--- src/rtl/rect_pos_pkg.sv ---
// rect_pos_pkg: state encoding, default screen/rectangle geometry and a slew step helper
package rect_pos_pkg;

    typedef enum logic [1:0] {IDLE, PENDING, CLAMP, COMMIT} state_t;

    localparam int DEF_H_RES    = 800;
    localparam int DEF_V_RES    = 600;
    localparam int DEF_RECT_W   = 48;
    localparam int DEF_RECT_H   = 64;
    localparam int DEF_MAX_STEP = 8;

    function automatic logic [11:0] step_toward(input logic [11:0] cur, input logic [11:0] tgt,
                                                input logic [11:0] step);
        return (tgt > cur) ? ((tgt - cur > step) ? cur + step : tgt)
                           : ((cur - tgt > step) ? cur - step : tgt);
    endfunction

endpackage

--- src/rtl/vblnk_edge_detect.sv ---
// vblnk_edge_detect: rising-edge detector on vertical blank with a registered frame tick
module vblnk_edge_detect (
    input  logic pclk,
    input  logic rst,
    input  logic vblnk_in,
    output logic rise,
    output logic frame_tick
);

    logic vblnk_q;

    assign rise = vblnk_in & ~vblnk_q;

    always_ff @(posedge pclk) begin
        if (!rst) begin
            vblnk_q    <= 1'b0;
            frame_tick <= 1'b0;
        end else begin
            vblnk_q    <= vblnk_in;
            frame_tick <= rise;
        end
    end

endmodule

--- src/rtl/rect_pos_ctl.sv ---
// rect_pos_ctl: frame-synchronous clamped rectangle position register for the overlay stage
// Optional per-frame slew limiting is enabled by defining RECT_POS_SLEW_EN.
module rect_pos_ctl
    import rect_pos_pkg::*;
#(
    parameter int H_RES    = DEF_H_RES,
    parameter int V_RES    = DEF_V_RES,
    parameter int RECT_W   = DEF_RECT_W,
    parameter int RECT_H   = DEF_RECT_H,
    parameter int MAX_STEP = DEF_MAX_STEP
) (
    input  logic        pclk,
    input  logic        rst,
    input  logic        vblnk_in,
    input  logic        req_valid,
    output logic        req_ready,
    input  logic [11:0] req_xpos,
    input  logic [11:0] req_ypos,
    output logic [11:0] xpos,
    output logic [11:0] ypos,
    output logic        upd_pulse,
    output logic        clamped,
    output logic        frame_tick
);

    localparam logic [11:0] X_MAX = 12'(H_RES - RECT_W);
    localparam logic [11:0] Y_MAX = 12'(V_RES - RECT_H);

    state_t      state, state_n;
    logic        rise, accept, cl_q, more;
    logic [11:0] tgt_x, tgt_y, tx, ty, nx, ny;

    vblnk_edge_detect u_edge (
        .pclk      (pclk),
        .rst       (rst),
        .vblnk_in  (vblnk_in),
        .rise      (rise),
        .frame_tick(frame_tick)
    );

`ifdef RECT_POS_SLEW_EN
    localparam logic [11:0] STEP = 12'(MAX_STEP);
    assign nx   = step_toward(xpos, tx, STEP);
    assign ny   = step_toward(ypos, ty, STEP);
    assign more = (nx != tx) | (ny != ty);
`else
    assign nx   = tx;
    assign ny   = ty;
    assign more = 1'b0;
`endif

    assign req_ready = rst & (state == IDLE | state == PENDING);
    assign accept    = req_valid & req_ready;

    always_comb begin
        state_n = state;
        case (state)
            IDLE:    state_n = accept ? PENDING : IDLE;
            PENDING: state_n = rise ? CLAMP : PENDING;
            CLAMP:   state_n = COMMIT;
            COMMIT:  state_n = more ? PENDING : IDLE;
        endcase
    end

    always_ff @(posedge pclk) begin
        if (!rst) begin
            state     <= IDLE;
            tgt_x     <= '0;
            tgt_y     <= '0;
            tx        <= '0;
            ty        <= '0;
            cl_q      <= 1'b0;
            xpos      <= '0;
            ypos      <= '0;
            upd_pulse <= 1'b0;
            clamped   <= 1'b0;
        end else begin
            state     <= state_n;
            upd_pulse <= state == COMMIT;
            if (accept) begin
                tgt_x <= req_xpos;
                tgt_y <= req_ypos;
            end
            if (state == CLAMP) begin
                tx   <= (tgt_x > X_MAX) ? X_MAX : tgt_x;
                ty   <= (tgt_y > Y_MAX) ? Y_MAX : tgt_y;
                cl_q <= (tgt_x > X_MAX) | (tgt_y > Y_MAX);
            end
            if (state == COMMIT) begin
                xpos    <= nx;
                ypos    <= ny;
                clamped <= cl_q;
            end
        end
    end

    // Geometry sanity: the rectangle must fit on screen, otherwise the clamp limits wrap
    always_ff @(posedge pclk)
        assert (RECT_W <= H_RES && RECT_H <= V_RES && MAX_STEP > 0);

endmodule

--- config.mk ---
export PLATFORM = sky130hd
export DESIGN_NAME = rect_pos_ctl
export DESIGN_NICKNAME = d
export VERILOG_FILES = /design/src/rtl/rect_pos_pkg.sv /design/src/rtl/vblnk_edge_detect.sv /design/src/rtl/rect_pos_ctl.sv
export SDC_FILE = /design/constraint.sdc
export NUM_CORES = 1
export LEC_CHECK = 0
export BUFFER_PORTS_ARGS = -buffer_cell sky130_fd_sc_hd__buf_2
export CAP_MARGIN = 25
export CORE_AREA = 5 5 79 81
export CTS_CLUSTER_SIZE = 10
export DETAILED_ROUTE_END_ITERATION = 8
export DIE_AREA = 0 0 84 86
export HOLD_SLACK_MARGIN = 0.06
export PLACE_DENSITY = 0.85
export SLEW_MARGIN = 20
export SYNTH_ARGS = -nofsm -noshare
export SYNTH_HDL_FRONTEND = slang
export SYNTH_HIERARCHICAL = 1
export SYNTH_SLANG_ARGS = --single-unit
--- constraint.sdc ---
create_clock -name pclk -period 2.1 [get_ports pclk]
set_clock_uncertainty 0.1 [all_clocks]
set_input_delay 0.42 -clock pclk [delete_from_list [all_inputs] [get_ports pclk]]
set_output_delay 0.42 -clock pclk [all_outputs]
set_load 0.02 [all_outputs]
==> qor.csv, run 1 <==
metric,value,unit
HP Class,in2reg,
GRT Util Overall,0.164,
global-route wire length before repair,9630,um
wire per inst,12.3,um
pin count of the biggest net entering global routing,80,
Avg Inst Size Synth,8.82,um2
clock sink total,79,
vias in the first global route,2171,
Worst Tran Pin Value,0.492,ns
fin nets,401,
Max Transition Viols Final,0,
Critical Path Start Type,flop,
crit path launch,tgt_x[0],
floorplan die width,84,um
Max-Cap Viols,0,
crit path DAT,1.66,ns
filler cell count,469,
Crit. End Element,flop,
share of post-route cells with drive strength above 1,0.206,
clock tree from TritonCTS,built,
RSZ-0062 raised after global routing,no,
Initial Util,0.527,
placed insts,434,
register area share after synthesis,0.555,
Worst Path Max Fanout,4,
final cycle utilization of the critical path,0.746,
antenna violations before repair,0,
multi-input logic area,1170,um2
worst reg2reg setup slack,0.53,ns
H-tree levels,3,
Final Critical Period,1.57,ns
met3 WL,263,um
later-pin clock latency in the skew report,0.33,ns
DRC,0,
Yosys cell types,34,
synth-to-layout area growth,18.2,%
1st-pass router iterations,4,
"area leader, netlist",dfxtp_1,
critical path endpoint,nx[4],
post-route ant nets,0,
final hold violation count,0,
via/cell ratio,5.02,
Worst-path clk slew,0.07,ns
DIE AREA,7220,um2
total CTS buffers,9,
Fin Setup TNS,0,ns
P_leak,1.37,nW
"Critical Path, Cell by Cell",nor4_1 -> o21bai_1 -> a211oi_1 -> a21oi_1,
YS warnings,6,
Ant. Diodes,0,
Via Count,2258,
wire length on met1,2720,um
maximum vdd drop,0.340,mV
Post-CTS Setup Inserts,0,
Layout Cells excl Fill,450,
Setup Viol. Count Final,0,
register area,1580,um2
outcome,"complete, no violations",
Core Rows,27,
fmax,638,MHz
Cells after Synth,323,
IO Count,56,
root buf cell,clkbuf_8,
Mapped Area,2850,um2
height of the die,86,um
synth top area cells,"dfxtp_1, nand2_1, a21boi_0, o21ai_0, buf_2",
Synth Register Bits,79,
grt ovf,0,
CTS hold repair buffers,0,
Crit path largest cell delay,0.48,ns
syn nets,351,
Placeable Area,5410,um2
worst r2r dst,nx[4],
critical path type,reg2reg,
worst endpoint required time,2.19,ns
CTS resizes,0,
Top Metal Used,met4,
final RePlAce weighted congestion,0.794,
CTS max path bufs,2,
slew margin rel.,0.669,
PwrDens,843,nW/um2
reg2reg path depth,4,
final WL,5550,um
Critical R2R Launch,tgt_x[0],
Initial DRC Count,159,
number of I/O port buffers,55,
top cell type's share of synthesized area,0.555,
slowest CP cell,a211oi_1,
hpwl dp,3860,um
met2 wire length,2450,um
[final cells by class]
type	count	area share
Sequential cell	79	0.470
Tap cell	72	0.0268
Clock buffer	12	0.0431
Clock inverter	4	0.0134
Timing Repair Buffer	61	0.0988
Multi-Input combinational cell	222	0.348
[power breakdown]
group / switching (mW) / leakage, nW / internal [mW]
clock: 0.488 / 0.100 / 0.577
sequential: 0.0421 / 0.643 / 1.55
combinational: 0.104 / 0.627 / 0.0762
[worst min-delay path by stage]
stage | startpoint | to | slack, ns | cells past startpoint
finish | req_xpos[8] | tgt_x[8] | 0.18 | 3
global route | req_xpos[4] | tgt_x[4] | 0.18 | 3
CTS | req_xpos[2] | tgt_x[2] | 0.17 | 3
floorplan | nx[10] | xpos[10] | 0.33 | 2
detailed placement | xpos[6] | xpos[6] | 0.34 | 2
global placement | ny[10] | ypos[10] | 0.34 | 2
[stage by stage]
stage	cell area [um2]	worst slack, ns	utilization	total power [mW]	hold WS [ns]
finish	3370	0.533	0.623	2.84	0.185
global route	3370	0.378	0.623	2.97	0.180
CTS	3370	0.517	0.623	2.87	0.169
detailed placement	3180	0.519	0.588	1.81	0.342
global placement	3180	0.567	0.588	1.80	0.338
floorplan	2850	0.488	-	1.74	0.326
[synthesized netlist by cell type, drive strengths merged]
cell      n
clkbuf   11
nand2   101
o31ai     4
nand3b    1
nand4     1
nor4      3
and2      3
o311ai    1
o21a      1
nor2      7
o21bai    1
o21ai    32
nand3     8
and3      5
o211a     1
buf      11
o221a     3
nand2b    1
dfxtp    79
a21oi     4
nor3      2
a31oi     1
a21boi   27
nor3b     1
nor2b     7
and3b     1
a211o     1
a22oi     4
a211oi    1
[layer usage]
layer  track usage  up-vias
li1              -     1190
met3        0.0288        8
met4         0.111        0
met2         0.244       58
met1         0.217     1002
met5             0        -
[worst max-delay path, delay by kind of cell, from the launching register on]
family          cells  cell delay (ns)
compound gates      3             0.72
flops               1             0.32
simple gates        1             0.29
[flip-flops by register name (all words and copies together) (netlist names), named ones only]
| name | cells |
|---|---|
| clamped | 1 |
| tgt_x | 12 |
| u_edge/vblnk_q | 1 |
| xpos | 12 |
| nx | 12 |
| u_edge/frame_tick | 1 |
| cl_q | 1 |
| ny | 12 |
| ypos | 12 |
| upd_pulse | 1 |
| tgt_y | 12 |
| state | 1 |
[cell families after synthesis]
family / after synthesis / share of synthesized area
AOI/OAI and AO/OA: 81 / 0.192
buffers and inverters: 22 / 0.0330
DFF: 79 / 0.555
and+or+nand+nor: 141 / 0.219
[cell usage in the layout, fill, tap and decap left out, types with 2 or more instances in the layout]
master      n
a21boi_1    6
o21ai_1     3
dfxtp_1    79
nor2_1      7
nand2_1   101
nor4_1      2
and3_1      5
clkbuf_1    2
buf_4       5
clkinv_2    3
nand3_1     8
o31ai_1     4
a22oi_1     4
a21oi_1     4
nor2b_1     7
o21ai_0    29
o221a_1     3
and2_1      3
buf_2      55
clkbuf_8   10
a21boi_0   21
Power figures use the tool's default switching activity.
==> run 2: changes to the inputs <==
CORE_AREA = 5 5 84 86   (was 5 5 79 81)
DIE_AREA = 0 0 89 91   (was 0 0 84 86)
PLACE_DENSITY = 0.79   (was 0.85)
clock period = 1.4 ns   (was 2.1 ns; I/O delays follow)
==> qor.csv, run 2 (synthesized netlist as in run 1, its figures left out) <==
metric,value,unit,change
P_leak,1.53,nW,was 1.37 nW
reg2reg path depth,4,,unchanged
via/cell ratio,4.96,,was 5.02
Setup Viol. Count Final,6,,was 0
fin nets,429,,was 401
"commonest non-fill, non-tap cell in the layout",nand2_1,,unchanged
total CTS buffers,9,,unchanged
Initial Util,0.459,,was 0.527
Via Count,2388,,was 2258
failing checks,negative setup slack,,
share of post-route cells with drive strength above 1,0.233,,was 0.206
PwrDens,1150,nW/um2,was 843 nW/um2
later-pin clock latency in the skew report,0.34,ns,was 0.33 ns
worst reg2reg setup slack,-0.12,ns,was 0.53 ns
most frequent cells in the layout,"nand2_1, dfxtp_1, buf_2",,unchanged
RSZ-0062 raised after global routing,yes,,was no
Final Critical Period,1.52,ns,was 1.57 ns
Placeable Area,6200,um2,was 5410 um2
grt ovf,0,,unchanged
worst endpoint required time,1.54,ns,was 2.19 ns
GRT Util Overall,0.169,,was 0.164
floorplan die width,89,um,was 84 um
wire per inst,13.5,um,was 12.3 um
Worst Path Max Fanout,5,,was 4
Worst Tran Pin Value,0.300,ns,was 0.492 ns
synth-to-layout area growth,32.4,%,was 18.2%
antenna violations before repair,0,,unchanged
Ant. Diodes,0,,unchanged
final WL,6500,um,was 5550 um
root buf cell,clkbuf_8,,unchanged
critical path type,reg2reg,,unchanged
Max-Cap Viols,0,,unchanged
slew margin rel.,0.800,,was 0.669
pin count of the biggest net entering global routing,80,,unchanged
global-route wire length before repair,10800,um,was 9630 um
maximum vdd drop,0.654,mV,was 0.340 mV
Critical Path Start Type,flop,,unchanged
crit path DAT,1.66,ns,about the same
PnR worst setup slack,-0.119,ns,was 0.533 ns
IO Count,56,,unchanged
vias in the first global route,2280,,was 2171
1st-pass router iterations,5,,was 4
outcome,"complete, but fails checks",,"was complete, no violations"
Worst-path clk slew,0.07,ns,about the same
final hold violation count,0,,unchanged
crit path launch,tgt_x[0],,unchanged
Core Rows,29,,was 27
Initial DRC Count,207,,was 159
DIE AREA,8100,um2,was 7220 um2
height of the die,91,um,was 86 um
clock sink total,79,,unchanged
hpwl dp,4030,um,was 3860 um
final cycle utilization of the critical path,1.08,,was 0.746
fmax,658,MHz,was 638 MHz
CTS max path bufs,2,,unchanged
Max Transition Viols Final,0,,unchanged
clock tree from TritonCTS,built,,unchanged
DRC,0,,unchanged
HP Class,in2reg,,unchanged
pre-CTS setup slack,-0.0716,ns,was 0.519 ns
Pwr Total,4.34,mW,was 2.84 mW
worst r2r dst,nx[2],,was nx[4]
post-layout util,0.608,,was 0.623
H-tree levels,3,,unchanged
post-route ant nets,0,,unchanged
critical path endpoint,nx[2],,was nx[4]
final RePlAce weighted congestion,0.770,,was 0.794
number of I/O port buffers,55,,unchanged
Critical R2R Launch,tgt_x[0],,unchanged
Crit. End Element,flop,,unchanged
-- run 2: how the worst min path moves through the flow --
stage / cells after the start / end / start / slack (ns)
5_1_grt: 2 / u_edge/vblnk_q / vblnk_in / 0.07
4_1_cts: 2 / u_edge/vblnk_q / vblnk_in / 0.06
6_report: 2 / u_edge/vblnk_q / vblnk_in / 0.07
3_3_place_gp: 2 / ypos[10] / ny[10] / 0.34
3_5_place_dp: 2 / xpos[10] / nx[10] / 0.34
2_1_floorplan: 2 / tgt_x[0] / req_xpos[0] / 0.29
-- run 2: per-layer routing --
metal	wire [um]	share of wire	up-vias	global-route usage
met3	283	0.044	18	0.0371
li1	-	-	1242	-
met5	0	0	-	0
met4	232	0.036	0	0.0806
met2	2980	0.46	55	0.261
met1	3010	0.46	1073	0.222
-- run 2: layout make-up --
type	instances	area [um2]
clock buffer	14	183
fill	548	2430
multi-input combinational	222	1250
sequential	79	1590
tap	77	96.3
timing repair buffer	89	652
-- run 2: where the power goes --
part / switching (mW) / internal, mW
Sequential: 0.0825 / 2.33
Clock: 0.733 / 0.820
Combinational: 0.182 / 0.195
-- run 2: critical path, stage by stage, from the launching register on --
cell	delay, ns
dfxtp_2	0.34
nor4_4	0.26
o21bai_1	0.12
a211o_1	0.35
o31ai_1	0.25
-- run 2: through the flow --
step,std cells,setup TNS (ns),hold slack (ns),cell area (um2)
finish,481,-0.452,0.0654,3770
floorplan,323,-0.00524,0.289,2870
CTS,480,-0.0661,0.0611,3700
global route,481,-1.15,0.0715,3770
global placement,442,-0.115,0.338,3260
detailed placement,442,-0.152,0.343,3260
-- run 2: timing repair --
| item | in CTS | in global routing |
|---|---|---|
| hold buffers | 24 | 0 |
| pin swaps | 2 | 2 |
| endpoints found under the setup margin | 8 | 29 |
| gates resized for setup | 4 | 12 |
| setup buffers | 0 | 1 |
| endpoints found under the hold margin | 24 | 0 |
